`config.mk`:
```
export PLATFORM = sky130hd
export DESIGN_NAME = fault_log_buffer
export DESIGN_NICKNAME = d
export VERILOG_FILES = /design/src/rtl/fault_log_buffer.sv
export SDC_FILE = /design/constraint.sdc
export NUM_CORES = 1
export LEC_CHECK = 0
export CAP_MARGIN = 20
export CORE_MARGIN = 2
export CORE_UTILIZATION = 55
export DETAILED_ROUTE_END_ITERATION = 7
export PLACE_DENSITY = 0.72
export SETUP_SLACK_MARGIN = 0.15
export SYNTH_ARGS = -nofsm -noshare
export SYNTH_HDL_FRONTEND = slang
export SYNTH_SLANG_ARGS = --single-unit
```
`constraint.sdc`:
```
create_clock -name clock -period 5.6 [get_ports clock]
set_input_delay 0.56 -clock clock [delete_from_list [all_inputs] [get_ports clock]]
set_output_delay 0.56 -clock clock [all_outputs]
set_load 0.05 [all_outputs]
```
`src/rtl/fault_log_buffer.sv`:
```
// Circular FIFO for comparison-stage fault log words with first-word fall-through output.
// Dropped words are counted, and a marker word reporting how many were lost is inserted when space allows.
module fault_log_buffer #(
    parameter int DEPTH = 16,
    parameter int CNT_W = 32
) (
    input  logic                     clock,
    input  logic                     rst,
    input  logic                     clear,
    input  logic                     log_write,
    input  logic [63:0]              log_data,
    output logic                     m_valid,
    output logic [63:0]              m_data,
    input  logic                     m_ready,
    output logic [$clog2(DEPTH):0]   level,
    output logic                     overflow,
    output logic [CNT_W-1:0]         drop_count
);

    localparam int AW = $clog2(DEPTH);
    localparam logic [AW:0]      FULL_C     = (AW+1)'(DEPTH);
    localparam logic [AW:0]      MARK_LIM_C = (AW+1)'(DEPTH - 2);
    localparam logic [AW:0]      CNT_ONE_C  = (AW+1)'(1);
    localparam logic [AW-1:0]    PTR_ONE_C  = (AW)'(1);
    localparam logic [CNT_W-1:0] DROP_ONE_C = (CNT_W)'(1);

    typedef enum logic [0:0] {
        RUN  = 1'b0,
        MARK = 1'b1
    } state_t;

    logic [63:0]      mem_r [DEPTH];
    logic [AW-1:0]    wr_ptr_r;
    logic [AW-1:0]    rd_ptr_r;
    logic [AW:0]      count_r;
    logic [AW:0]      count_nx_s;
    logic             overflow_r;
    logic [CNT_W-1:0] drop_cnt_r;
    logic [31:0]      since_r;
    logic             pending_r;
    state_t           state_r;
    state_t           state_nx_s;

    logic        full_s;
    logic        empty_s;
    logic        pop_s;
    logic        push_data_s;
    logic        drop_s;
    logic        mark_push_s;
    logic        push_s;
    logic [63:0] wr_word_s;

    assign full_s      = (count_r == FULL_C);
    assign empty_s     = (count_r == {(AW+1){1'b0}});
    assign pop_s       = !empty_s && m_ready;
    assign push_data_s = log_write && (!full_s || pop_s);
    assign drop_s      = log_write && full_s && !pop_s;
    // Incoming log words always win; the marker only takes an otherwise idle slot.
    assign mark_push_s = (state_r == MARK) && !log_write && (!full_s || pop_s);
    assign push_s      = push_data_s || mark_push_s;
    assign wr_word_s   = push_data_s ? log_data : {32'hFFFF_FFFF, since_r};

    assign m_valid    = !empty_s;
    assign m_data     = empty_s ? 64'h0 : mem_r[rd_ptr_r];
    assign level      = count_r;
    assign overflow   = overflow_r;
    assign drop_count = drop_cnt_r;

    // Occupancy after this edge's push and pop.
    always_comb begin
        count_nx_s = count_r;
        case ({push_s, pop_s})
            2'b10:   count_nx_s = count_r + CNT_ONE_C;
            2'b01:   count_nx_s = count_r - CNT_ONE_C;
            default: count_nx_s = count_r;
        endcase
    end

    // Marker FSM: arm once a drop is pending and a slot beyond the reserved one is free.
    always_comb begin
        state_nx_s = state_r;
        case (state_r)
            RUN: begin
                if (pending_r && (count_r <= MARK_LIM_C)) begin
                    state_nx_s = MARK;
                end else begin
                    state_nx_s = RUN;
                end
            end
            MARK: begin
                if (mark_push_s) begin
                    state_nx_s = RUN;
                end else begin
                    state_nx_s = MARK;
                end
            end
            default: state_nx_s = RUN;
        endcase
    end

    // Entry storage; contents need no reset because m_data is masked while empty.
    always_ff @(posedge clock) begin
        if (push_s && !clear) begin
            mem_r[wr_ptr_r] <= wr_word_s;
        end
    end

    // Pointers, occupancy, drop accounting and marker state.
    always_ff @(posedge clock or posedge rst) begin
        if (rst) begin
            wr_ptr_r   <= {AW{1'b0}};
            rd_ptr_r   <= {AW{1'b0}};
            count_r    <= {(AW+1){1'b0}};
            overflow_r <= 1'b0;
            drop_cnt_r <= {CNT_W{1'b0}};
            since_r    <= 32'h0;
            pending_r  <= 1'b0;
            state_r    <= RUN;
        end else if (clear) begin
            wr_ptr_r   <= {AW{1'b0}};
            rd_ptr_r   <= {AW{1'b0}};
            count_r    <= {(AW+1){1'b0}};
            overflow_r <= 1'b0;
            drop_cnt_r <= {CNT_W{1'b0}};
            since_r    <= 32'h0;
            pending_r  <= 1'b0;
            state_r    <= RUN;
        end else begin
            if (push_s) begin
                wr_ptr_r <= wr_ptr_r + PTR_ONE_C;
            end
            if (pop_s) begin
                rd_ptr_r <= rd_ptr_r + PTR_ONE_C;
            end
            count_r <= count_nx_s;
            if (drop_s) begin
                overflow_r <= 1'b1;
                if (drop_cnt_r != {CNT_W{1'b1}}) begin
                    drop_cnt_r <= drop_cnt_r + DROP_ONE_C;
                end
            end
            if (mark_push_s) begin
                pending_r <= 1'b0;
                since_r   <= 32'h0;
            end else if (drop_s) begin
                pending_r <= 1'b1;
                if (since_r != 32'hFFFF_FFFF) begin
                    since_r <= since_r + 32'd1;
                end
            end
            state_r <= state_nx_s;
        end
    end

endmodule

```
==> results, run 1 <==
- The class of the worst hold path is in2async.
- The sum of routed wire segments on met1 is 40000 um.
- The final route contains 22200 vias.
- Post-CTS repair changed the size of 0 cells.
- The post-synthesis instance area is 0.0440 mm^2.
- The worst register-to-register path begins at level[1].
- Counting every sink on the clock net gives 1104.
- The highest signal layer in the routed design is met5.
- Data on the critical path arrives at its endpoint at 4.01 ns.
- The H-tree level count is 3.
- The number of fillers in the final layout is 5170.
- Of the cells placed in the final design, the portion with a size suffix greater than 1 is 0.268.
- At the end of routability-driven placement, the weighted congestion stood at 0.841.
- The part of the Yosys area used for sequential elements is 0.744.
- In this run, synthesis produced a sequential element count of 1104.
- Setup repair after global routing left no endpoint under its margin.
- Buffers inserted to repair hold after CTS numbered 0.
- After synthesis, the share of flip-flops with an asynchronous set or reset is 0.0725.
- The flow ran to the end, and the final reports show no timing, DRC or antenna violations.
- The storage element area is 0.0328 mm^2.
- The cell seen most often among critical-path stages is mux4_2.
- No sink is reached through more buffers than the 3 on the longest clock path.
- Buffers added to address setup during post-CTS repair amount to 0.
- The placeable core region is 0.0791 mm^2.
- Between clock sinks in the finished design, the worst skew comes to 0.0175 ns.
- The total power is 22.3 mW.
- The highest ir drop seen on vdd is 0.286 mV.
- After detailed routing, the number of remaining DRC violations is 0.
- The clock transition at the register clock pins on the worst setup and hold paths after CTS is 0.06 ns.
- The synthesized netlist contains 65 unique library cells.
- The worst setup path category is reg2out.
- Wire segments on met2 add up to 50400 um in the final route.
- The detailed-placement wirelength estimate is 53000 um.
- Measured along the x axis, the die boundary spans 287 um.
- The share of total power dissipated in combinational logic is 0.258.
- After detailed routing, the average wire length per cell comes to 29.4 um.
- The final count of negative-setup-slack endpoints is 0.
- The aggregate global-route resource usage is 0.250.
- The total net switching power is 6.51 mW.
- The share of the synthesized area in the top cell type is 0.699.
- The net count of the finished layout is 2382.
- Entering global routing, the biggest net connects 65 pins.
- In this run the worst path has a maximum fanout of 28.
- In the routed layout, each cell is associated on average with a via count of 6.45.
- The max-slew violation count is 0.
- For the pin with the worst max-slew slack, the measured transition is 1.10 ns.
- Summing all multi-input logic gate instances after layout gives 0.0108 mm^2.
- Each instance of the synthesized netlist takes up on average 21.1 um^2.
- Of the total power, registers draw 0.422.
- The CTS tree is done.
- Walking the worst path, the cells encountered are buf_4 > mux4_2 > mux4_2 > and2_1 > clkdlybuf4s50_1.
- TritonCTS created 108 clock buffers.
- The required time of the critical path is 5.04 ns.
- Summed over all layers, the routed wires come to 101000 um.
- The number of global-route vias before repair is 23000.
- In this run the tool buffered the top-level ports with 171 buffer cells.
- The floorplan step defined a die boundary enclosing 0.0823 mm^2.
- The first global-routing pass estimated 150000 um of wire.
- The switching power as a share of total power is 0.292.
- The power per standard cell area is 439 mW/mm^2.
- The critical path launch point type is a register.
- Yosys mapped a number of flops with a built-in enable equal to 1024.
- The cell at the root of the clock tree is clkbuf_16.
- Summed over all cells, the static leakage comes to 15.8 nW.
- The number of rows created at floorplan is 103.
- The number of cells on the worst reg-to-reg path is 10.
- The most used flip-flop cell after synthesis is edfxtp_1.
- The total length of routed met3 wires is 8360 um.
- The number of violations reported at the end of detailed-routing iteration 0 is 2698.
- The vertical die dimension is 287 um.
- The headroom to the max-slew limit is 0.270.
- The smallest clock period supported by the final layout is computed as 4.57 ns.
- The pre-antenna-repair detailed-routing pass consisted of 5 iterations.
- The internal power of the cells totals 15.8 mW.
- The source-to-sink clock delay at the later pin of the worst-skew pair is 0.67 ns.
- Synthesis produced 2082 cells.
- The maximum clock frequency is 219 MHz.
- The fraction of power consumed by the clock network is 0.319.
- The synthesized design spends more area on one cell type than any other, namely edfxtp_1.
- On the worst path, the slowest cell contributes a delay of 0.85 ns.
- The critical path contains buffers and inverters numbering 2 combined.
- The number of top-level pins is 172.
- In this run the critical register-to-register path is captured at level[4].
- The initial cell density of the core is 0.556.
- The cell type of the slowest stage on the worst timing path is dfrtp_4.
- After synthesis, the cell types taking the most area are edfxtp_1 70%, mux4_2 16%, dfrtp_1 4.5%, and2_1 0.98%, mux2_2 0.84%.
- For this run, the number of Yosys warnings is 0.
- The remaining antenna violation count is 0.
- In the finished design, the share of the clock period the worst path needs comes to 0.817.
- The area growth from synthesis to final layout is 15.4%.
- The initial antenna violation count is 11.
- Synthesis produced a netlist with a net count of 2160.
- The cell class contributing the biggest share of worst-path delay is buffers and inverters.
- The max-capacitance violation count is 0.
- The worst setup path is captured at an output port.
- The number of failing hold endpoints at the final stage is 0.
- Global routing finished with a remaining overflow of 0.
- The launching instance or port of the critical path is rd_ptr_r[0].
- In this run the register-to-register setup slack is 2.26 ns.
- The summed negative setup slack over all endpoints is 0 ns.
metrics by stage:
stage,hold slack (ns),instances,utilization,cell area [um^2],setup slack (ns)
final,0.280,3445,0.642,50800,1.03
after global routing,0.326,3443,0.642,50800,0.863
after CTS,0.281,3441,0.642,50800,0.949
after detailed placement,0.507,3244,0.598,47300,1.71
after global placement,0.489,3244,0.598,47300,1.67
after floorplan,0.467,2082,-,44000,0.749
final cells by class:
class | instances | area share
clock buffer | 129 | 0.0562
multi-input combinational | 855 | 0.213
sequential | 1104 | 0.645
tap | 1050 | 0.0259
inverter | 13 | 0.000986
clock inverter | 68 | 0.0121
antenna | 4 | 0.000197
timing repair buffer | 222 | 0.0458
flip-flops by register name, summed over array words and instances, names as in the netlist:
register	count
drop_count	32
level	5
mem_r	1024
overflow	1
pending_r	1
rd_ptr_r	4
since_r	32
state_r	1
wr_ptr_r	4
synth_stat cells (3+ instances only):
| master | n |
|---|---|
| and3_1 | 12 |
| dfrtp_1 | 80 |
| nand2_1 | 46 |
| buf_2 | 28 |
| or2_2 | 35 |
| nand4_1 | 20 |
| buf_6 | 3 |
| ha_1 | 9 |
| and4_1 | 4 |
| o31ai_1 | 21 |
| o211ai_1 | 11 |
| or4_1 | 28 |
| mux2_2 | 33 |
| clkbuf_1 | 69 |
| inv_1 | 13 |
| or3_1 | 23 |
| a2111oi_0 | 5 |
| a31oi_1 | 3 |
| nand3_1 | 27 |
| buf_1 | 7 |
| a21oi_1 | 45 |
| xor2_1 | 10 |
| nor2b_1 | 3 |
| o21ai_0 | 20 |
| o311ai_0 | 3 |
| mux2i_1 | 4 |
| and2_1 | 69 |
| xnor2_1 | 8 |
| nor2_1 | 49 |
| mux4_2 | 320 |
| nor3_1 | 10 |
| edfxtp_1 | 1024 |
worst max-delay path by stage:
stage	to	depth (start not counted)	slack, ns
2_1_floorplan	mem_r[1][0]	6	0.75
3_3_place_gp	m_data[15]	5	1.67
3_5_place_dp	m_data[15]	5	1.71
4_1_cts	m_data[15]	5	0.95
5_1_grt	m_data[15]	5	0.86
6_report	m_data[15]	5	1.03
layer usage:
| layer | up-vias | global-route usage |
|---|---|---|
| li1 | 9173 | - |
| met3 | 170 | 0.0417 |
| met5 | - | 0 |
| met2 | 1039 | 0.403 |
| met4 | 8 | 0.0742 |
| met1 | 11800 | 0.358 |
power by group through the flow:
stage | Clock, mW | Combinational [mW] | Sequential (mW)
floorplan | 0 | 3.73 | 9.50
global placement | 0 | 5.73 | 9.57
detailed placement | 0 | 5.80 | 9.58
CTS | 7.20 | 5.82 | 9.41
global route | 7.53 | 6.05 | 9.42
finish | 7.11 | 5.75 | 9.41
cell usage in the layout (no fill, tap or decap), types with 28 or more instances in the layout:
master / netlist / layout
a21oi_1: 45 / 45
and2_1: 69 / 69
buf_4: 1 / 32
clkbuf_16: 0 / 111
clkdlybuf4s50_1: 0 / 170
dfrtp_1: 80 / 76
edfxtp_1: 1024 / 1024
mux2_2: 33 / 33
mux4_2: 320 / 320
nand2_1: 46 / 44
nor2_1: 49 / 41
or2_2: 35 / 35
or4_1: 28 / 28
cell families after synthesis:
kind of cell,synth area share
adder cells (fa/ha/maj),0.00256
XOR/XNOR,0.00358
buffers and inverters,0.0123
multiplexers,0.173
AO/OA/AOI/OAI,0.0179
flip-flops,0.744
AND/OR/NAND/NOR,0.0463
worst register-to-register path, delay by kind of cell, from the launching register on:
kind | cells | cell delay [ns]
DFF | 1 | 0.50
and+or+nand+nor | 3 | 0.85
adders and majority gates | 1 | 0.25
xor gates and xnor gates | 2 | 0.34
AOI/OAI and AO/OA | 4 | 1.28
No activity file was read; power rests on OpenSTA's default activity.
==> run 2: changes to the inputs <==
PLACE_DENSITY = 0.75   (was 0.72)
clock period = 3.72 ns   (was 5.6 ns; I/O delays follow)
==> run 2 against run 1 <==
  * Global-route usage is 1.8 points higher
  * Sequential cell count unchanged
  * Wire length grew 9.9%
  * Via count increased by 3.6%
  * Highest routed layer unchanged
  * Critical path type unchanged
  * Final cell count rose by 1.7%
  * First-iteration DRC count up 6.1%
  * Largest power group unchanged
  * Clock power up 60%
  * Critical endpoint is now m_data[56]
  * Worst hold slack worse by 0.22 ns
  * Setup slack lost 0.85 ns
==> results, run 2 (same netlist as run 1, synthesis figures left out) <==
- The via count normalized by instance count is 6.58 (+1.9%).
- The maximum clock skew at final layout is 0.0246 ns (+0.00701 ns).
- The slack of the critical path came to 0.172 ns (-0.855 ns).
- The area used by multi-input combinational logic is 0.0108 mm^2 (about the same).
- The worst reg-to-reg setup slack was 0.56 ns (-1.70 ns).
- The detailed-route DRC error count is 0 (unchanged).
- Of the available clock period, the critical path in the final layout requires 0.954.
- The count of nets after finishing is 2436 (+2.3%).
- The initial antenna violation count is 5 (-6).
- The storage element area came to 0.0328 mm^2 (unchanged).
- Based on the critical path, the design can be clocked at up to 282 MHz.
- The count of clock tree sinks is 1104 (unchanged).
- The power per standard cell area is 675 mW/mm^2 (+54%).
- The H-tree level count is 3 (unchanged).
- The headroom to the max-slew limit is 0.489 (+0.219).
- The flow ran to the end, and the final reports show no timing, DRC or antenna violations.
- The aggregate global-route resource usage is 0.268 (+0.0184).
- The first-pass iteration count of the detailed router is 5 (unchanged).
- The cell count of the worst reg-to-reg path is 10 (unchanged).
- The total length of routed met2 wires is 55100 um (+9.2%).
- The highest signal layer in the routed design is met5.
- The clock transition at the register clock pins on the worst setup and hold paths after CTS came to 0.07 ns (about the same).
- The number of rows created at floorplan came to 103 (unchanged).
- The final count of negative-setup-slack endpoints was 0 (unchanged).
- The largest net degree at the start of global routing is 120 (+85%).
- The maximum fanout count along the critical path is 19 (-32%).
- The vertical die dimension is 287 um (unchanged).
- The first-pass GRT wire length is 159000 um (+5.8%).
- The cell leakage power is 16.4 nW (+4.4%).
- The fraction of final layout cells sized beyond drive strength 1 was 0.312 (+0.0435).
- The final wirelength was 111000 um (+9.9%).
- The number of violations reported at the end of detailed-routing iteration 0 is 2862 (+6.1%).
- The placeable core region is 0.0791 mm^2 (unchanged).
- The commonest non-fill, non-tap cell in the layout is edfxtp_1.
- The most flop-heavy register is mem_r.
- The total length of routed met3 wires is 10800 um (+29%).
- The max-slew violation count came to 0 (unchanged).
- Setup repair after global routing could not meet its margin everywhere.
- The total overflow reported by the global router is 0 (unchanged).
- The sum of routed wire segments on met1 is 41500 um (+3.8%).
- The required time of the critical path is 3.35 ns (-1.69 ns).
- The data arrival time of the critical path is 3.18 ns (-0.83 ns).
- The detailed-placement wirelength estimate is 56300 um (+6.2%).
- The finished layout cell area is 0.0519 mm^2 (+2.2%).
- After layout, the minimum clock period comes to 3.55 ns.
- The critical path in this run is classified as reg2out.
- The summed negative setup slack over all endpoints came to 0 ns (unchanged).
- The number of top-level pins is 172 (unchanged).
- In the layout the commonest cells are 1024 x edfxtp_1, 320 x mux4_2, 114 x clkbuf_16, 106 x clkdlybuf4s50_1, 104 x buf_4.
- The class of the worst hold path is in2async.
- The maximum root-to-sink buffer count is 3 (unchanged).
- The worst setup timing slack at the placement stage is 0.490 ns (-1.22 ns).
- The worst register-to-register path ends at level[4].
- The slew at the pin closest to its max-slew limit is 0.765 ns (-0.331 ns).
- The source-to-sink clock delay at the later pin of the worst-skew pair is 0.67 ns (about the same).
- The clock buffer count from CTS is 104 (-3.7%).
- The flip-flop count of the largest register, all copies and words added came to 1024 (unchanged).
- The number of I/O port buffers is 171 (unchanged).
- The initial cell density of the core is 0.556 (unchanged).
- The total placed instance area was 0.0476 mm^2 (+0.68%).
- The die boundary width is 287 um (unchanged).
- The number of fillers in the final layout came to 4955 (-4.2%).
- The number of global-route vias before repair is 23700 (+3.3%).
- The area growth from synthesis to final layout is 17.9%.
- The max-capacitance violation count was 0 (unchanged).
- The final RePlAce weighted congestion is 0.827 (-1.6%).
- The reg-to-reg critical path startpoint is level[0].
- The worst setup path is launched from a register.
- The number of failing hold endpoints at the final stage came to 0 (unchanged).
- The cell at the root of the clock tree is clkbuf_16.
- The utilization after layout was 0.656 (+0.0143).
- The full die area came to 0.0823 mm^2 (unchanged).
- The kind of end point of the critical path is an output port.
- TritonCTS built the clock tree.
- The number of vias in the routed layout is 23000 (+3.6%).
- The highest ir drop seen on vdd is 0.473 mV (+65%).
- The total power was 35.0 mW (+57%).
- The per-cell routed wire length is 31.8 um (+8.1%).
- The remaining antenna violation count is 0 (unchanged).
[run 2: changes by cell type in the layout (fill, tap and decap cells not counted), moves of 3 or more]
cell	before	now
buf_4	32	104
clkdlybuf4s50_1	170	106
buf_12	19	41
buf_16	0	10
bufinv_16	10	20
dlygate4sd2_1	0	7
clkinv_1	22	17
and2_1	69	66
clkbuf_16	111	114
inv_6	3	0
[run 2: worst max path at each step]
stage                startpoint           to  cells after the start
floorplan              level[2]  mem_r[2][0]                      6
global placement    rd_ptr_r[0]   m_data[16]                      5
detailed placement  rd_ptr_r[0]   m_data[17]                      5
CTS                 rd_ptr_r[0]    m_data[5]                      7
global route        rd_ptr_r[1]   m_data[21]                      6
finish              rd_ptr_r[0]   m_data[56]                      7
[run 2: routing by layer]
| metal | track usage | vias up |
|---|---|---|
| met5 | 0 | - |
| met4 | 0.0971 | 4 |
| met3 | 0.0583 | 238 |
| met2 | 0.437 | 1354 |
| met1 | 0.363 | 12100 |
| li1 | - | 9298 |
[run 2: what timing repair did]
item	CTS	global route
setup buffers	8	15
hold buffers	0	0
cloned	4	7
pin swaps	0	0
gates resized for setup	25	15
endpoints found under the setup margin	65	51
[run 2: critical path, cell delays in order (launching register included)]
cell	delay (ns)
dfrtp_4	0.45
buf_12	0.14
buf_16	0.21
buf_12	0.22
mux4_2	0.55
mux4_2	0.48
and2_1	0.22
buf_4	0.21
[run 2: where the power goes]
part           internal (mW)  switching, mW  total, mW  leakage (nW)
clock network           6.72           4.66       11.4          1.80
logic                   4.05           5.58       9.63          4.33
registers               13.9          0.142       14.0          10.3
[run 2: final cells by class]
| type | count | area share |
|---|---|---|
| Antenna cell | 3 | 0.000145 |
| Clock buffer | 127 | 0.0534 |
| Clock inverter | 70 | 0.0173 |
| Inverter | 13 | 0.000964 |
| Multi-Input combinational cell | 855 | 0.209 |
| Sequential cell | 1104 | 0.631 |
| Tap cell | 1050 | 0.0253 |
| Timing Repair Buffer | 280 | 0.0626 |
[run 2: per-stage QoR]
step	cells	hold slack [ns]
after global routing	3500	0.106
after CTS	3476	0.189
after floorplan	2082	0.467
after global placement	3267	0.490
after detailed placement	3267	0.503
final	3502	0.0607
